**src/rtl/seq_pkg.sv**
```systemverilog
// Shared encodings for the parametrised serial pattern detector.
package seq_pkg;

   typedef enum logic {
      ST_IDLE = 1'b0,
      ST_SCAN = 1'b1
   } state_e;

   localparam logic MODE_NOVL = 1'b0;
   localparam logic MODE_OVL  = 1'b1;

   localparam logic FOUND     = 1'b1;
   localparam logic NOTFOUND  = 1'b0;

endpackage : seq_pkg

```
**src/rtl/seq_detector_param_if.sv**
```systemverilog
// Serial stream, pattern-load and detection-result bundle of the detector.
interface seq_detector_param_if #(
   parameter int unsigned PAT_W = 8,
   parameter int unsigned LEN_W = 4,
   parameter int unsigned CNT_W = 8
) ();

   logic             x;
   logic             valid;
   logic             load;
   logic [PAT_W-1:0] pat;
   logic [LEN_W-1:0] len;
   logic             mode;
   logic             found;
   logic [CNT_W-1:0] count;
   logic             armed;

   modport master (
      output x, valid, load, pat, len, mode,
      input  found, count, armed
   );

   modport slave (
      input  x, valid, load, pat, len, mode,
      output found, count, armed
   );

endinterface : seq_detector_param_if

```
**src/rtl/seq_window_cmp.sv**
```systemverilog
// Compares the low len_r bits of the next history word against the pattern,
// qualified by enough valid history being present.
module seq_window_cmp #(
   parameter int unsigned PAT_W = 8,
   parameter int unsigned LEN_W = 4,
   parameter int unsigned FILL_W = 4
) (
   input  logic [PAT_W-1:0]  hist_n,
   input  logic [PAT_W-1:0]  pat_r,
   input  logic [LEN_W-1:0]  len_r,
   input  logic [FILL_W-1:0] fill_n,
   output logic              match_c
);

   logic [PAT_W-1:0] mask_c;

   // Thermometer mask selecting bit positions below len_r.
   always_comb begin
      mask_c = '0;
      for (int unsigned i = 0; i < PAT_W; i++) begin
         mask_c[i] = (i < 32'(len_r));
      end
   end

   // Masked equality plus history-depth qualifier.
   always_comb begin
      match_c = (32'(fill_n) >= 32'(len_r)) &&
                (((hist_n ^ pat_r) & mask_c) == '0);
   end

endmodule : seq_window_cmp

```
**src/rtl/seq_detector_param.sv**
```systemverilog
// Runtime-loadable serial pattern detector with overlap control and a
// saturating match counter.
module seq_detector_param
   import seq_pkg::*;
#(
   parameter int unsigned PAT_W = 8,
   parameter int unsigned LEN_W = 4,
   parameter int unsigned CNT_W = 8
) (
   input  logic                 clk,
   input  logic                 reset,
   seq_detector_param_if.slave  bus
);

   localparam int unsigned FILL_W = $clog2(PAT_W + 1);

   state_e             state_q, state_d;
   logic [PAT_W-1:0]   pat_q, pat_d;
   logic [LEN_W-1:0]   len_q, len_d;
   logic               mode_q, mode_d;
   logic [PAT_W-1:0]   hist_q, hist_d;
   logic [FILL_W-1:0]  fill_q, fill_d;
   logic               found_q, found_d;
   logic [CNT_W-1:0]   count_q, count_d;

   logic [LEN_W-1:0]   len_clamp_c;
   logic [PAT_W-1:0]   hist_n;
   logic [FILL_W-1:0]  fill_n;
   logic               match_c;

   // Clamp the requested length into 1..PAT_W.
   always_comb begin
      len_clamp_c = bus.len;
      if (bus.len == '0) begin
         len_clamp_c = LEN_W'(1);
      end else if (32'(bus.len) > PAT_W) begin
         len_clamp_c = LEN_W'(PAT_W);
      end
   end

   // Candidate history and fill level if this edge takes a sample.
   always_comb begin
      hist_n = (hist_q << 1) | PAT_W'(bus.x);
      fill_n = (32'(fill_q) >= PAT_W) ? fill_q : fill_q + FILL_W'(1);
   end

   seq_window_cmp #(
      .PAT_W  (PAT_W),
      .LEN_W  (LEN_W),
      .FILL_W (FILL_W)
   ) u_cmp (
      .hist_n  (hist_n),
      .pat_r   (pat_q),
      .len_r   (len_q),
      .fill_n  (fill_n),
      .match_c (match_c)
   );

   // Next-state logic: load has priority over sampling; IDLE ignores data.
   always_comb begin
      state_d = state_q;
      pat_d   = pat_q;
      len_d   = len_q;
      mode_d  = mode_q;
      hist_d  = hist_q;
      fill_d  = fill_q;
      found_d = NOTFOUND;
      count_d = count_q;

      if (bus.load) begin
         state_d = ST_SCAN;
         pat_d   = bus.pat;
         len_d   = len_clamp_c;
         mode_d  = bus.mode;
         hist_d  = '0;
         fill_d  = '0;
         count_d = '0;
      end else begin
         case (state_q)
            ST_IDLE: begin
               state_d = ST_IDLE;
            end
            ST_SCAN: begin
               if (bus.valid) begin
                  hist_d = hist_n;
                  fill_d = fill_n;
                  if (match_c) begin
                     found_d = FOUND;
                     if (count_q != '1) begin
                        count_d = count_q + CNT_W'(1);
                     end
                     if (mode_q == MODE_NOVL) begin
                        fill_d = '0;
                     end
                  end
               end
            end
            default: begin
               state_d = ST_IDLE;
            end
         endcase
      end
   end

   // State and datapath registers.
   always_ff @(posedge clk or negedge reset) begin
      if (!reset) begin
         state_q <= ST_IDLE;
         pat_q   <= '0;
         len_q   <= LEN_W'(1);
         mode_q  <= MODE_NOVL;
         hist_q  <= '0;
         fill_q  <= '0;
         found_q <= NOTFOUND;
         count_q <= '0;
      end else begin
         state_q <= state_d;
         pat_q   <= pat_d;
         len_q   <= len_d;
         mode_q  <= mode_d;
         hist_q  <= hist_d;
         fill_q  <= fill_d;
         found_q <= found_d;
         count_q <= count_d;
      end
   end

   assign bus.found = found_q;
   assign bus.count = count_q;
   assign bus.armed = (state_q == ST_SCAN);

endmodule : seq_detector_param

```
**src/flat_wrapper.sv**
```systemverilog
// flat-port wrapper written by rule: the top's interface ports become plain ports
module seq_detector_param_flat import seq_pkg::*;
#(
   parameter int unsigned PAT_W = 8,
   parameter int unsigned LEN_W = 4,
   parameter int unsigned CNT_W = 8
)
  (clk, reset, bus_x, bus_valid, bus_load, bus_pat, bus_len, bus_mode, bus_found, bus_count, bus_armed);
  seq_detector_param_if #(.PAT_W(PAT_W), .LEN_W(LEN_W), .CNT_W(CNT_W)) bus_i ();
  input  logic clk;
  input  logic reset;
  input wire logic [$bits(bus_i.x)-1:0] bus_x;
  input wire logic [$bits(bus_i.valid)-1:0] bus_valid;
  input wire logic [$bits(bus_i.load)-1:0] bus_load;
  input wire logic [$bits(bus_i.pat)-1:0] bus_pat;
  input wire logic [$bits(bus_i.len)-1:0] bus_len;
  input wire logic [$bits(bus_i.mode)-1:0] bus_mode;
  output wire logic [$bits(bus_i.found)-1:0] bus_found;
  output wire logic [$bits(bus_i.count)-1:0] bus_count;
  output wire logic [$bits(bus_i.armed)-1:0] bus_armed;
  assign bus_i.x = bus_x;
  assign bus_i.valid = bus_valid;
  assign bus_i.load = bus_load;
  assign bus_i.pat = bus_pat;
  assign bus_i.len = bus_len;
  assign bus_i.mode = bus_mode;
  assign bus_found = bus_i.found;
  assign bus_count = bus_i.count;
  assign bus_armed = bus_i.armed;
  seq_detector_param #(.PAT_W(PAT_W), .LEN_W(LEN_W), .CNT_W(CNT_W)) u_core (.clk(clk), .reset(reset), .bus(bus_i));
endmodule
```
**config.mk**
```make
export PLATFORM = sky130hd
export DESIGN_NAME = seq_detector_param_flat
export DESIGN_NICKNAME = d
export VERILOG_FILES = /design/src/rtl/seq_pkg.sv /design/src/rtl/seq_detector_param_if.sv /design/src/rtl/seq_window_cmp.sv /design/src/rtl/seq_detector_param.sv /design/src/flat_wrapper.sv
export SDC_FILE = /design/constraint.sdc
export NUM_CORES = 1
export LEC_CHECK = 0
export BUFFER_PORTS_ARGS = -buffer_cell sky130_fd_sc_hd__buf_2
export CORE_MARGIN = 5
export CORE_UTILIZATION = 25
export CTS_CLUSTER_SIZE = 25
export DETAILED_ROUTE_END_ITERATION = 10
export GPL_TIMING_DRIVEN = 0
export SLEW_MARGIN = 0
export SYNTH_ARGS = -nofsm -noshare
export SYNTH_HDL_FRONTEND = slang
export SYNTH_SLANG_ARGS = --single-unit
```
**constraint.sdc**
```tcl
create_clock -name clk -period 3.4 [get_ports clk]
set_input_delay 0.51 -clock clk [delete_from_list [all_inputs] [get_ports clk]]
set_output_delay 0.51 -clock clk [all_outputs]
set_load 0.02 [all_outputs]
```
# Yosys cells after proc, flatten, opt, wreduce, memory -nomap -nowiden
# Cells that the tools add are included.
# totals
reg_bits,34
in_bits,18
out_inout_bits,10
word_cells,56
# classes
addsub,2
n_lt_le_gt_ge,11
n_eq_ne,1
muxes,22
n_bitwise,3
n_reduce_logical,9
# ops
cell,count
$mux W8,5
$mux W4,8
$mux W7,3
$lt A3 B4 Y1 const A,4
$add A8 B1 Y8 const B,1
$and A8 B8 Y8,1
$logic_not A8 Y1,1
$lt A1 B4 Y1 const A,2
$lt A2 B4 Y1 const A,2
$ne A8 B8 Y1 const B,1
$or A8 B1 Y8,1
$reduce_bool A2 Y1,4
$xor A8 B8 Y8,1
$mux W1,6
$add A4 B1 Y4 const B,1
$ge A4 B4 Y1,1
$ge A4 B4 Y1 const B,1
$gt A4 B4 Y1 const B,1
$logic_not A4 Y1,1
$reduce_and A4 Y1,1
$reduce_and A2 Y1,1
$logic_and A1 B1 Y1,1

# Longest topological paths before layout
# depth
ltp_word,9
depth_mapped,11
mapped_depth_nobuf,10

# By module
# Synthesis repeated with hierarchy kept, for this count alone.
# unflattened
hier_cells,178
hier_area_um2,1851.8
# modules_own_cells
mod,instances,cells_per_inst,area_each_um2,seq_area_each_um2
seq_detector_param,1,144,1604.0,852.1
seq_window_cmp,1,34,247.7,0.0

# Least setup slack after synthesis
# Ideal clock, no wire load.
# synth_path
path_kind,register to register
from,reg u_core.fill_q[0]
to,"reg u_core.count_q[7], in the netlist u_core.bus.count[7]"
setup_ps,78
t_arrival_ps,2437
required_ps,3322
setup_slack_ps,885
path_stages_with_launch,10
path_buffers,0
period_less_slack_ps,2515
path_cell_list,dfrtp_1 -> inv_1 -> ha_1 -> mux2_2 -> ha_1 -> o21ai_0 -> a221oi_1 -> nand4_1 -> or4_1 -> a21oi_1
# synth_via
elab_chain_cells,6
elab_cells_between_ends,7
cone_classes,add/sub: 1; order compare: 2; mux: 1; reduce/logical: 3
# synth_lines
element,line_no,rtl
"start, declared",seq_detector_param.sv:22,"logic [FILL_W-1:0] fill_q, fill_d;"
"start signal, assigned",seq_detector_param.sv:122,fill_q <= fill_d;
$add A4 B1 Y4 / $ge A4 B4 Y1 (equally long branches),seq_detector_param.sv:44,fill_n = (32'(fill_q) >= PAT_W) ? fill_q : fill_q + FILL_W'(1);
$mux W4 *,seq_detector_param.sv:44,
$ge A4 B4 Y1 *,seq_window_cmp.sv:27,match_c = (32'(fill_n) >= 32'(len_r)) &&
$logic_and A1 B1 Y1 *,seq_window_cmp.sv:27,
$reduce_bool A2 Y1 (no source line) *,--,
$reduce_and A4 Y1 (no source line) *,--,
"end signal, assigned",seq_detector_param.sv:124,count_q <= count_d;
"end, declared",seq_detector_param.sv:24,"logic [CNT_W-1:0] count_q, count_d;"
# Mark *: on every way between the ends. The rest lies on a longest branch, timed or not.
# A chain may end at the register's enable or synchronous reset.

# Worst setup path after layout
# layout_path
from,reg u_core.fill_q[0]
to,"reg u_core.count_q[2], in the netlist u_core.bus.count[2]"
# The elaborated chain is that of the path after synthesis.

==> summary.txt <==
GRT
  – Grt total ovfl: 0
  – All-Layer GR Usage: 9.46%
  – Vias in the first global route: 1385
  – Largest net degree at the start of global routing: 35
  – Initial antenna violation count: 0
  – First-pass GRT wire length: 6490 um

Floorplanning
  – Chip width: 93.3 um
  – IO Pins: 28
  – Die area: 0.00871 mm^2
  – Chip height: 93.3 um
  – Starting Density: 25.6%
  – Rows: 30
  – Core box area: 0.00679 mm^2

Worst setup path
  – Worst setup SP type: flip-flop
  – Slowest stage delay, CP: 0.48 ns
  – Crit path top cell by count: ha_1
  – Crit Path Category: reg2reg
  – CP Capture Type: flip-flop
  – CP required: 3.61 ns
  – CP delay by family, top: adder cells
  – CP arrival: 2.99 ns
  – Worst-path cell chain: inv_1 -> ha_1 -> mux2_2 -> ha_1 -> o21ai_0 -> a221oi_1 -> nand4_1 -> buf_2 -> or3_1 -> a21oi_1
  – Crit path max-delay cell type: dfrtp_1
  – CP max FO: 10
  – Buffers & Inverters on Critical Path: 2

Place
  – Post-Place Setup Slack: 0.623 ns
  – Count of port buffers added during placement: 26
  – Detailed Place HPWL: 2830 um
  – Final GP Congestion: 0.864
  – Cell Area, Placed: 0.00199 mm^2
  – Inst Count DP: 293

Pwr
  – Post-layout total power: 928 uW
  – Peak VDD IR: 0.000164 V
  – Pleak: 0.895 nW
  – Ratio of total power to cell area: 442 mW/mm^2

Clocking
  – Cts bufs inserted: 5
  – H-tree depth: 2
  – Sink Count: 34
  – # resized after CTS: 0
  – Clock latency on the worst-skew pair: 0.29 ns
  – CTS tree: yes
  – Root Driver: clkbuf_8
  – Post-CTS Setup Bufs: 0
  – Clk slew on worst S/H paths: 0.07 ns
  – CTS hold repair buffers: 0
  – Clock Path Buffers: 2

Timing
  – Worst hold margin: 0.286 ns
  – Rel. slew slack: 49.4%
  – Final setup fails: 0
  – Fmax: 359 MHz
  – Max-slew violations: 0
  – Final hold violation count: 0
  – Fin crit period: 2.78 ns
  – Worst Slack Setup Final: 0.618 ns
  – RSZ-0062 raised after global routing: no
  – Period utilisation layout: 81.8%
  – Layout Skew: 0.00753 ns
  – Slew @ Worst Pin: 0.758 ns
  – TNS Setup: 0 ns

Worst hold path
  – Worst hold path type: in2async

Drt
  – Avg Vias per Cell: 4.53
  – Total wire length: 3800 um
  – Via count: 1363
  – Pre-antenna DRT Iters: 4
  – Post-DRT Antenna Nets: 0
  – Routed WL per cell: 12.6 um
  – DRC viols: 0
  – 1st-iter DRT viols: 74

Synthesis
  – Unique masters post-synth: 39
  – Syn Inst Count: 171
  – Syn_nets: 196
  – Post-synth top cells: 33 x dfrtp_1, 20 x nand2_1, 15 x a21oi_1, 10 x mux2_2, 8 x inv_1
  – Ys Warns: 0
  – Post-synth top flop: dfrtp_1
  – Sequential cell area fraction in the yosys report: 49.1%
  – Count leader, synth: dfrtp_1
  – Post-synth EDFFs: 0
  – Synthesized area: 0.00174 mm^2
  – Register bit total from synthesis: 34
  – Syn_area_per_cell: 10.2 um^2
  – Top cell type's share of synthesized area: 47.6%
  – Asr flop ratio synth: 100%
  – Top post-synthesis cells by area: dfrtp_1 48%, mux2_2 6.5%, ha_1 5.0%, a21oi_1 4.3%, nand2_1 4.3%
  – Area leader, netlist: dfrtp_1

Run status
  – Status: completed

Finish
  – Nets: 229
  – Post-route insts no fill: 301
  – Final Cell Area: 0.00210 mm^2
  – Layout overhead on the synthesized area: 21.0%
  – Fraction of layout cells with a size suffix above 1: 23.9%
  – Post-Route Utilization: 30.9%
  – Antenna Cells: 0

Flow run
  – Max-cap violations: 0
==> layer usage <==
metal	GRT usage (%)	vias up	part of all wire (%)
met3	3.06	8	5.5
li1	-	672	-
met4	3.79	0	1.6
met5	0	-	0
met2	15.3	24	46
met1	11.6	659	47
==> layout by cell type, fill, tap and decap left out, types with 2 or more instances in the layout <==
cell type	instances
o22ai_1	2
dfrtp_1	33
o31ai_1	2
or3_1	5
clkbuf_1	3
nand2_1	20
buf_1	4
a32o_1	4
clkbuf_8	5
nand4_1	2
xnor2_1	7
a21oi_1	15
nor2_1	7
nand3_1	3
mux2_2	10
o21ai_0	5
o21ai_1	4
clkinvlp_4	2
and2_1	3
ha_1	7
xor2_1	4
o211ai_1	2
inv_1	8
nor3_1	4
buf_2	27
==> worst paths after layout <==
path | from | endpoint | slack (ns) | cells after the start
worst max register to register | u_core.fill_q[0] | u_core.bus.count[2] | 0.62 | 10
worst max-delay path | u_core.fill_q[0] | u_core.bus.count[2] | 0.62 | 10
worst min register to register | u_core.mode_q | u_core.mode_q | 0.52 | 1
min in group clk | bus_len[3] | u_core.len_q[0] | 0.41 | 2
max in group asynchronous | reset | u_core.pat_q[2] | 2.63 | 1
worst min-delay path | reset | u_core.bus.count[4] | 0.29 | 1
==> registers in the layout (all words and copies together) (netlist names) <==
name	count
u_core.mode_q	1
u_core.bus.found	1
u_core.bus.armed	1
u_core.pat_q	8
u_core.bus.count	8
u_core.hist_q	7
u_core.len_q	4
u_core.fill_q	4
==> kinds of logic after synthesis <==
group	count (synthesis)	share of synthesized area, %
AO/OA/AOI/OAI	40	14.8
XOR/XNOR	11	5.55
adder cells (fa/ha/maj)	7	5.04
buffers and inverters	16	3.53
flip-flops	34	49.1
multiplexers	11	7.06
AND/OR/NAND/NOR	52	15.0
==> final cells by class <==
type / instances / area [um^2]
fill: 734 / 4690
timing repair buffer: 26 / 130
inverter: 8 / 30.0
tap: 96 / 120
sequential: 34 / 852
clock buffer: 5 / 68.8
multi-input combinational: 121 / 823
buffer: 8 / 31.3
clock inverter: 3 / 45.0
==> worst reg2reg max path, cell delays in order (launching register included) <==
cell	delay [ns]
dfrtp_1	0.48
inv_1	0.07
ha_1	0.29
mux2_2	0.28
ha_1	0.27
o21ai_0	0.07
a221oi_1	0.35
nand4_1	0.20
buf_2	0.23
or3_1	0.32
a21oi_1	0.14
==> power breakdown <==
part	internal, mW	switching (mW)	total [mW]
combinational	0.0515	0.0591	0.111
sequential	0.424	0.0203	0.445
clock	0.218	0.155	0.372
(Power assumes the default switching activity.)
